[src/rtl/mux_rr_arbiter.sv]
// rtl/mux_rr_arbiter.sv - 8-lane round-robin arbiter with registered valid/ready output
// Captures one lane per transfer with rotating priority and presents it as a single stream.
module mux_rr_arbiter #(
  parameter int WIDTH = 8
) (
  input  logic               clk,
  input  logic               rst_n,
  input  logic [7:0]         req,
  input  logic [8*WIDTH-1:0] in_data,
  output logic [7:0]         gnt,
  output logic [2:0]         sel,
  output logic               out_valid,
  output logic [WIDTH-1:0]   out_data,
  input  logic               out_ready,
  output logic               busy
);

  typedef enum logic {IDLE, SEND} state_t;

  state_t           state;
  logic [2:0]       ptr;
  logic [7:0]       eligible;
  logic             arb;
  logic             found;
  logic [2:0]       win;
  logic [2:0]       idx;
  logic [WIDTH-1:0] win_data;

  // The lane granted this cycle still has req high, so it must not win again.
  assign eligible = req & ~gnt;
  assign arb      = (state == IDLE) || (state == SEND && out_valid && out_ready);
  assign busy     = (state == SEND);

  always_comb begin
    found = 1'b0;
    win   = ptr;
    idx   = ptr;
    for (int i = 0; i < 8; i++) begin
      idx = ptr + 3'(i);
      if (!found && eligible[idx]) begin
        found = 1'b1;
        win   = idx;
      end
    end
    win_data = in_data[int'(win)*WIDTH +: WIDTH];
  end

  always_ff @(posedge clk) begin
    if (!rst_n) begin
      state     <= IDLE;
      ptr       <= 3'd0;
      sel       <= 3'd0;
      gnt       <= 8'd0;
      out_valid <= 1'b0;
      out_data  <= '0;
    end else if (arb && found) begin
      state     <= SEND;
      out_data  <= win_data;
      sel       <= win;
      gnt       <= 8'd1 << win;
      out_valid <= 1'b1;
      ptr       <= win + 3'd1;
    end else begin
      gnt <= 8'd0;
      if (arb && state == SEND) begin
        out_valid <= 1'b0;
        state     <= IDLE;
      end
    end
  end

endmodule

[config.mk]
export PLATFORM = sky130hd
export DESIGN_NAME = mux_rr_arbiter
export DESIGN_NICKNAME = d
export VERILOG_FILES = /design/src/rtl/mux_rr_arbiter.sv
export SDC_FILE = /design/constraint.sdc
export NUM_CORES = 1
export LEC_CHECK = 0
export CORE_MARGIN = 2
export CORE_UTILIZATION = 46
export CTS_CLUSTER_SIZE = 28
export DETAILED_ROUTE_END_ITERATION = 7
export GPL_TIMING_DRIVEN = 1
export PLACE_DENSITY = 0.9
export SYNTH_ARGS = -nofsm -noshare
export SYNTH_HDL_FRONTEND = slang
export SYNTH_SLANG_ARGS = --single-unit
export TNS_END_PERCENT = 5
[constraint.sdc]
create_clock -name clk -period 4.2 [get_ports clk]
set_input_delay 0.84 -clock clk [delete_from_list [all_inputs] [get_ports clk]]
set_output_delay 0.84 -clock clk [all_outputs]
set_load 0.03 [all_outputs]
# == Yosys cells after proc, flatten, opt, wreduce, memory -nomap -nowiden ==
# Index checks and enable logic that the tools add are counted.
# classes
n_lt_le_gt_ge,8
muxes,33
n_addsub,8
n_reduce_logical,20
shift,2
n_bitwise,3
# ops
op,count
indexed part select 64 x 7 -> 8 bit,1
less-than comparator 3 x 4 -> 1 bit (second input constant),8
binary-select mux 1 bit (select 3 bit),8
2-to-1 mux 3 bit,7
2-to-1 mux 1 bit,18
adder 3 bit (second input constant),4
logical AND 1 bit,10
AND 8 bit,1
NOT 8 bit,1
<< shifter 1 x 3 -> 8 bit (first input constant),1
zero test 1 bit,7
adder 3 x 1 -> 3 bit (second input constant),2
adder 3 x 2 -> 3 bit (second input constant),2
AND reduction 2 bit,1
nonzero test 2 bit,1
logical OR 1 bit,1
NOT 1 bit,1
# word_totals
output_inout_bits,21
elab_cells,79
ff_bits,23
input_bits,75

# == Longest topological paths before layout ==
# Gate-level depths: netlist of the first run.
# logic_depth
word_depth,28
ltp_mapped,18

# == Worst setup path before layout of the first run ==
# Ideal clock, no wire load.
# synth_path
path_type,reg-to-reg
from,register ptr[1]
to,register out_data[0]
period_less_slack_ns,3.664
stages_incl_launch_ff,14
path_buffers,2
t_arrival_ns,3.594
t_required_ns,4.130
setup_slack_ns,0.536
cell_sequence,dfxtp_1 -> clkbuf_1 -> clkinv_1 -> ha_1 -> xnor2_4 -> mux4_2 -> mux2i_4 -> o21ai_0 -> nand3_1 -> a31oi_1 -> xnor2_1 -> buf_2 -> mux4_2 -> a21oi_1
# synth_via
elab_chain_cells,25
word_cells_on_any_way,54
cone_classes,7 x add/sub; 1 x shift; 31 x mux; 15 x reduce/logical
# synth_lines
item,line_no,rtl
start: declaration,21,logic [2:0] ptr;
start signal: assignment,62,ptr <= win + 3'd1;
"parallel branches: the longest is 25 deep, another holds adder 3 x 1 -> 3 bit",--,
end signal: assignment,58,out_data <= win_data;
end: declaration,13,"output logic [WIDTH-1:0] out_data,"
# Parallel ways; which one is timed is not known. The select of a mux whose other input is x is not followed.
# A chain may end at the register's enable or synchronous reset.

# == Worst setup path after layout of the first run ==
# layout_path
from,input port req[2]
to,register out_data[1]
# layout_via
elab_chain_cells,26
word_cells_on_any_way,48
cone_classes,1 x shift; 31 x mux; 1 x bitwise; 15 x reduce/logical
# layout_lines
item,line_no,rtl
start: declaration,8,"input logic [7:0] req,"
AND 8 bit *,30,assign eligible = req & ~gnt;
binary-select mux 1 bit (select 3 bit),40,if (!found && eligible[idx]) begin
2-to-1 mux 1 bit (not written as such),40,
2-to-1 mux 1 bit,40,
zero test 1 bit,40,
logical AND 1 bit,40,
2-to-1 mux 1 bit,40,
zero test 1 bit,40,
(+10 left out),--,
2-to-1 mux 1 bit,40,
zero test 1 bit,40,
logical AND 1 bit,40,
2-to-1 mux 1 bit,40,
zero test 1 bit,40,
logical AND 1 bit,40,
2-to-1 mux 3 bit / 2-to-1 mux 1 bit (equally long branches),40,
indexed part select 64 x 7 -> 8 bit / logical AND 1 bit (equally long branches),"45, 56",
# Mark *: on every way between the ends. The rest lies on a longest branch, timed or not. The select of a mux whose other input is x is not followed.

==> results of run 1 <==
-- state kept, by name, summed over array words and instances, names as in the netlist --
name	count
ptr	3
out_data	8
gnt	8
sel	3
busy	1
-- worst paths after layout --
path	end	depth (start not counted)
hold / removal	sel[1]$_SDFFE_PN0P_	2
setup reg to reg	out_data[1]$_SDFFE_PN0P_	11
setup / recovery	out_data[1]$_SDFFE_PN0P_	12
hold reg to reg	sel[1]$_SDFFE_PN0P_	2
-- power by group through the flow --
| stage | registers (W) | logic, W | clock network (W) |
|---|---|---|---|
| 2_1_floorplan | 0.000463 | 0.00231 | 0 |
| 3_3_place_gp | 0.000373 | 0.00318 | 0 |
| 3_5_place_dp | 0.000371 | 0.00324 | 0 |
| 4_1_cts | 0.000370 | 0.00325 | 0.000136 |
| 5_1_grt | 0.000382 | 0.00355 | 0.000147 |
| 6_report | 0.000373 | 0.00328 | 0.000134 |
-- metal layers --
| layer | part of all wire | wire (um) | vias to the layer above | GRT usage |
|---|---|---|---|---|
| met2 | 0.51 | 4490 | 159 | 0.473 |
| met3 | 0.064 | 568 | 26 | 0.0451 |
| met1 | 0.40 | 3540 | 1490 | 0.363 |
| met4 | 0.030 | 267 | 0 | 0.102 |
| li1 | - | - | 1461 | - |
| met5 | 0 | 0 | - | 0 |
-- stage by stage --
step / setup TNS, ns / hold WS [ns]
4_1_cts: 0 / 0.513
5_1_grt: 0 / 0.575
6_report: 0 / 0.520
3_3_place_gp: 0 / 0.497
3_5_place_dp: -0.0977 / 0.499
2_1_floorplan: 0 / 0.620
-- final cells by class --
cell class	instances	area [um^2]	share of cell area
multi-input cells	269	2130	0.548
repair buffers	112	1100	0.285
flip-flops and latches	23	460	0.119
well taps	75	93.8	0.0242
inverters	13	48.8	0.0126
clock buffers	4	45.0	0.0116
-- logic make-up (layout without fill, tap and decap cells) --
kind of cell    count (synthesis)  after routing  share of synthesized area
compound gates                 85             85                      0.242
xor+xnor                        6              6                     0.0257
fa+ha+maj                       6              6                     0.0271
buf+inv                        43            129                     0.0731
flops                          23             23                      0.166
mux                            36             36                      0.234
simple gates                  136            136                      0.232
-- cell usage in the layout, fill, tap and decap left out, types with 2 or more instances in the layout --
cell type	netlist	layout
a311oi_1	2	2
nand2b_1	9	9
clkbuf_8	0	3
xor2_1	2	2
ha_1	6	6
nand2_1	41	41
a31oi_1	2	2
o22ai_1	2	2
nor3_1	39	39
o22a_1	2	2
nor2_1	28	28
xnor2_1	3	2
nor2b_1	11	9
a221oi_1	32	32
mux2i_4	2	2
a21oi_1	14	14
mux4_2	21	21
nand3_1	4	4
inv_1	11	11
clkdlybuf4s50_1	0	95
buf_12	0	2
o21ai_0	11	11
mux2i_1	12	12
dfxtp_1	23	23
a211oi_1	4	4
buf_4	6	15
-- worst register-to-register path: cells and delay by family, from the launching register on --
kind | cells | cell delay, ns
flops | 1 | 0.49
compound gates | 3 | 0.44
xor+xnor | 2 | 0.92
mux | 3 | 1.40
simple gates | 1 | 0.11
buf+inv | 1 | 0.15
fa+ha+maj | 1 | 0.29
==> impl_metrics.csv, run 1 <==
group,metric,value,unit
yosys,synth_most_common_cell,"nand2_1",
floorplanning,dieWidth,81.6,um
drt,drc_errors,0,
timing,setup_viol,0,
power_and_ir_drop,finalPower,0.00379,W
power_and_ir_drop,p_comb_frac,0.866,
clocking,cts_tree,"built",
clocking,holdBufCountCts,0,
timing,max_freq,256,MHz
yosys,syn_inst,335,
clocking,clock_path_buffers,2,
floorplanning,io_pins,96,
critical_path,critical_path_peak_fanout,32,
floorplanning,start_util,0.471,
hold_path,min_from,"sel[1]$_SDFFE_PN0P_",
critical_path,timing.rr.start,"ptr[1]$_SDFFE_PN0P_",
clocking,clk_pin_slew,0.08,ns
floorplanning,dieArea,6660,um^2
yosys,syn_nets,416,
drt,via_per_inst,6.32,
yosys,synth_common_cells,"nand2_1 (41), nor3_1 (39), a221oi_1 (32), nor2_1 (28), dfxtp_1 (23)",
hold_path,hp-class,"reg2reg",
global_route,grt_pass1_vias,3014,
critical_path,cp.arrival,4.10,ns
drt,postRouteAntennaNets,0,
drt,num_vias,3136,
critical_path,crit_chain,"clkdlybuf4s50_1, nor2b_1, mux4_2, mux2i_4, nor3b_2, nor2b_2, buf_4, nand2_1, nor3_1, a221oi_1, mux4_2, a21oi_1",
timing,maxSlewHeadroom,0.465,
timing,grt_setup_unrepaired,"no",
clocking,htreeDepth,1,
final_layout,fillers,471,
final_layout,utilization,0.659,
yosys,yosys.area.top_type,"mux4_2",
status,run_status,"finished, final reports clean",
yosys,synth_cell_types,51,
global_route,grt_max_degree,36,
power_and_ir_drop,powerDensity,976,nW/um^2
floorplanning,core,5890,um^2
final_layout,syn2layout_area_growth,39.9,%
critical_path,cp-startpoint,"req[2]",
power_and_ir_drop,ir_drop,0.841,mV
critical_path,crit_type,"in2reg",
critical_path,crit_top_cell,"mux4_2",
global_route,overflow,0,
yosys,synth_area,2770,um^2
power_and_ir_drop,power_frac_seq,0.098,
power_and_ir_drop,p_clk_frac,0.035,
final_layout,insertedDiodeCount,0,
drt,drt_iter0_drc,319,
drt,wl,8870,um
critical_path,worst_setup_path_start_kind,"input pin",
critical_path,ff2ff_setup_slack,0.33,ns
yosys,syn_avg_cell_area,8.28,um^2
floorplanning,die_h,81.6,um
yosys,ys_warn_count,0,
power_and_ir_drop,intPower,0.00188,W
global_route,grt_antenna_before_repair,0,
timing,finalHoldViolations,0,
clocking,clk_latency,0.26,ns
timing,skew,0.00875,ns
yosys,netlist_top_cells_area,"mux4_2 (17%), dfxtp_1 (17%), a221oi_1 (10%), nor3_1 (7.0%), nand2_1 (5.6%)",
clocking,postCtsSetupRepairBufs,0,
drt,drtPass1Iterations,5,
yosys,ys_ff_latch,23,
timing,drv_slew,0,
global_route,grt_use_total,0.280,
final_layout,nets,503,
power_and_ir_drop,p_sw_frac,0.503,
critical_path,critPathSlowestCell,"mux4_2",
yosys,synth_top_area_frac,0.171,
critical_path,crit_required,4.38,ns
clocking,cts-buffers-inserted,3,
critical_path,cpLargestDelayFamily,"multiplexers",
run,max_cap_viol_count,0,
power_and_ir_drop,p_leak,1.40,nW
final_layout,drive_gt1_frac,0.140,
timing,layout_setup_ws,0.287,ns
place,gp_congestion,0.995,
drt,avgRoutedWirePerCell,17.9,um
place,placed_area,3830,um^2
place,dpl.cell_count,492,
power_and_ir_drop,power_switching,0.00190,W
clocking,cts.sinks,23,
final_layout,finalInstanceArea,3880,um^2
floorplanning,rows,28,
yosys,synth_edf_count,0,
place,dp_hpwl,6940,um
critical_path,cp-end-kind,"flop",
critical_path,crit_buf_inv,2,
place,io_buffers,95,
clocking,cts-root-buf,"clkbuf_8",
timing,period_needed,3.91,ns
clocking,cts.repair.resized,0,
yosys,async_flop_share,0,
critical_path,cpPeakStageDelay,0.51,ns
yosys,synth_top_flop_cell,"dfxtp_1",
place,place_ws,-0.0461,ns
global_route,grt_pass1_wl,14700,um
final_layout,final_cells,496,
timing,worst_pin_slew,0.798,ns
yosys,seq_area_frac_synth,0.166,
timing,fin_crit_sh,0.932,
Power figures use the tool's default switching activity.
==> run 2, diff against run 1 <==
--- a/config.mk
+++ b/config.mk
@@ -9,7 +9,7 @@
 export CORE_UTILIZATION = 46
 export CTS_CLUSTER_SIZE = 28
 export DETAILED_ROUTE_END_ITERATION = 7
-export GPL_TIMING_DRIVEN = 1
+export GPL_TIMING_DRIVEN = 0
 export PLACE_DENSITY = 0.9
 export SYNTH_ARGS = -nofsm -noshare
 export SYNTH_HDL_FRONTEND = slang
==> impl_metrics.csv, run 2 (synthesis results as in run 1) <==
group,metric,value,unit
clocking,cts-root-buf,"clkbuf_8",
timing,grt_setup_unrepaired,"yes",
drt,num_vias,3384,
clocking,holdBufCountCts,0,
critical_path,critical_path_peak_fanout,10,
global_route,overflow,0,
critical_path,cp-end-kind,"flop",
drt,drc_errors,0,
place,dpl.cell_count,505,
global_route,grt_antenna_before_repair,0,
drt,postRouteAntennaNets,0,
final_layout,fillers,467,
place,dp_hpwl,7810,um
run,max_cap_viol_count,0,
floorplanning,dieWidth,81.6,um
clocking,htreeDepth,1,
drt,wl,9900,um
drt,drtPass1Iterations,6,
final_layout,syn2layout_area_growth,40.3,%
floorplanning,io_pins,96,
timing,timing.setup.tns,0,ns
floorplanning,die_h,81.6,um
timing,max_freq,247,MHz
drt,drt_iter0_drc,484,
final_layout,regArea,460,um^2
critical_path,crit_type,"in2reg",
timing,whs,0.524,ns
power_and_ir_drop,p_leak,1.40,nW
critical_path,critPathSlowestCell,"clkdlybuf4s50_1",
clocking,cts_tree,"built",
global_route,grt_use_total,0.300,
critical_path,crit_buf_inv,2,
power_and_ir_drop,powerDensity,995,nW/um^2
place,place_ws,-0.271,ns
floorplanning,dieArea,6660,um^2
final_layout,insertedDiodeCount,0,
final_layout,layout_common_cells,"clkdlybuf4s50_1 (95), nand2_1 (41), nor3_1 (39)",
critical_path,cpLargestDelayFamily,"compound AO/OA/AOI/OAI gates",
floorplanning,core,5890,um^2
timing,maxSlewHeadroom,0.593,
floorplanning,start_util,0.471,
drt,via_per_inst,6.64,
place,gp_congestion,1.01,
timing,finalHoldViolations,0,
timing,skew,0.00631,ns
power_and_ir_drop,ir_drop,0.489,mV
timing,drv_slew,0,
status,run_status,"finished, final reports clean",
timing,layout_setup_ws,0.155,ns
timing,fin_crit_sh,0.963,
timing,worst_pin_slew,0.595,ns
global_route,grt_pass1_vias,3284,
final_layout,drive_gt1_frac,0.138,
global_route,grt_pass1_wl,15400,um
place,io_buffers,95,
final_layout,multi_input_area,2120,um^2
power_and_ir_drop,finalPower,0.00387,W
hold_path,hp-class,"reg2reg",
final_layout,final_cells,510,
final_layout,final_common_cell,"clkdlybuf4s50_1",
critical_path,crit_required,4.35,ns
critical_path,cpPeakStageDelay,0.48,ns
floorplanning,rows,28,
final_layout,nets,517,
global_route,grt_max_degree,13,
clocking,cts.sinks,23,
clocking,clk_pin_slew,0.08,ns
timing,period_needed,4.05,ns
critical_path,worst_setup_path_start_kind,"input pin",
clocking,clk_latency,0.27,ns
critical_path,crit_chain,"clkdlybuf4s50_1, nor2b_1, mux2i_1, o22a_1, a31oi_2, o21ai_1, a21oi_4, clkbuf_1, nor3_1, a221oi_1, mux4_2, a21oi_1",
final_layout,top_regs,"gnt x8, out_data x8",
critical_path,cp.arrival,4.19,ns
drt,avgRoutedWirePerCell,19.4,um
clocking,cts-buffers-inserted,3,
timing,setup_viol,0,
clocking,clock_path_buffers,2,
## run 2: stage by stage
| step | cell area [um^2] | utilization |
|---|---|---|
| final | 3890 | 0.661 |
| after global routing | 3890 | 0.661 |
| after CTS | 3870 | 0.658 |
| after detailed placement | 3820 | 0.649 |
| after global placement | 3820 | 0.649 |
| after floorplan | 2770 | - |
## run 2: worst min-delay path: cells and delay by family, from the launching register on
family	cells	cell delay, ns
and+or+nand+nor	1	0.10
AOI/OAI and AO/OA	1	0.06
DFF	1	0.32
## run 2: path summary, 6_finish.rpt
kind	depth (start not counted)	endpoint	from	slack (ns)
worst max-delay path	12	out_data[7]$_SDFFE_PN0P_	req[7]	0.15
worst min-delay path	2	sel[1]$_SDFFE_PN0P_	sel[1]$_SDFFE_PN0P_	0.52
worst max register to register	15	out_data[5]$_SDFFE_PN0P_	ptr[0]$_SDFFE_PN0P_	0.16
worst min register to register	2	sel[1]$_SDFFE_PN0P_	sel[1]$_SDFFE_PN0P_	0.52
## run 2: report_power, final
group	internal [W]	switching [W]
sequential	0.000300	0.0000487
clock	0.0000678	0.0000690
combinational	0.00146	0.00192
## run 2: area by class of cell
class	instances	area share
buffer	30	0.0405
timing repair buffer	96	0.246
inverter	13	0.0129
sequential	23	0.118
multi-input combinational	269	0.546
clock buffer	4	0.0116
tap	75	0.0241
## run 2: metal layers
| layer | part of all wire | GRT usage | vias up |
|---|---|---|---|
| li1 | - | - | 1481 |
| met1 | 0.37 | 0.367 | 1594 |
| met3 | 0.085 | 0.0527 | 53 |
| met4 | 0.041 | 0.140 | 0 |
| met2 | 0.50 | 0.511 | 256 |
| met5 | 0 | 0 | - |
## run 2: what timing repair did
action | CTS | global route
buffers inserted | 1 | 0
gates resized for setup | 2 | 4
endpoints found under the setup margin | 21 | 20
pin swaps | 1 | 0
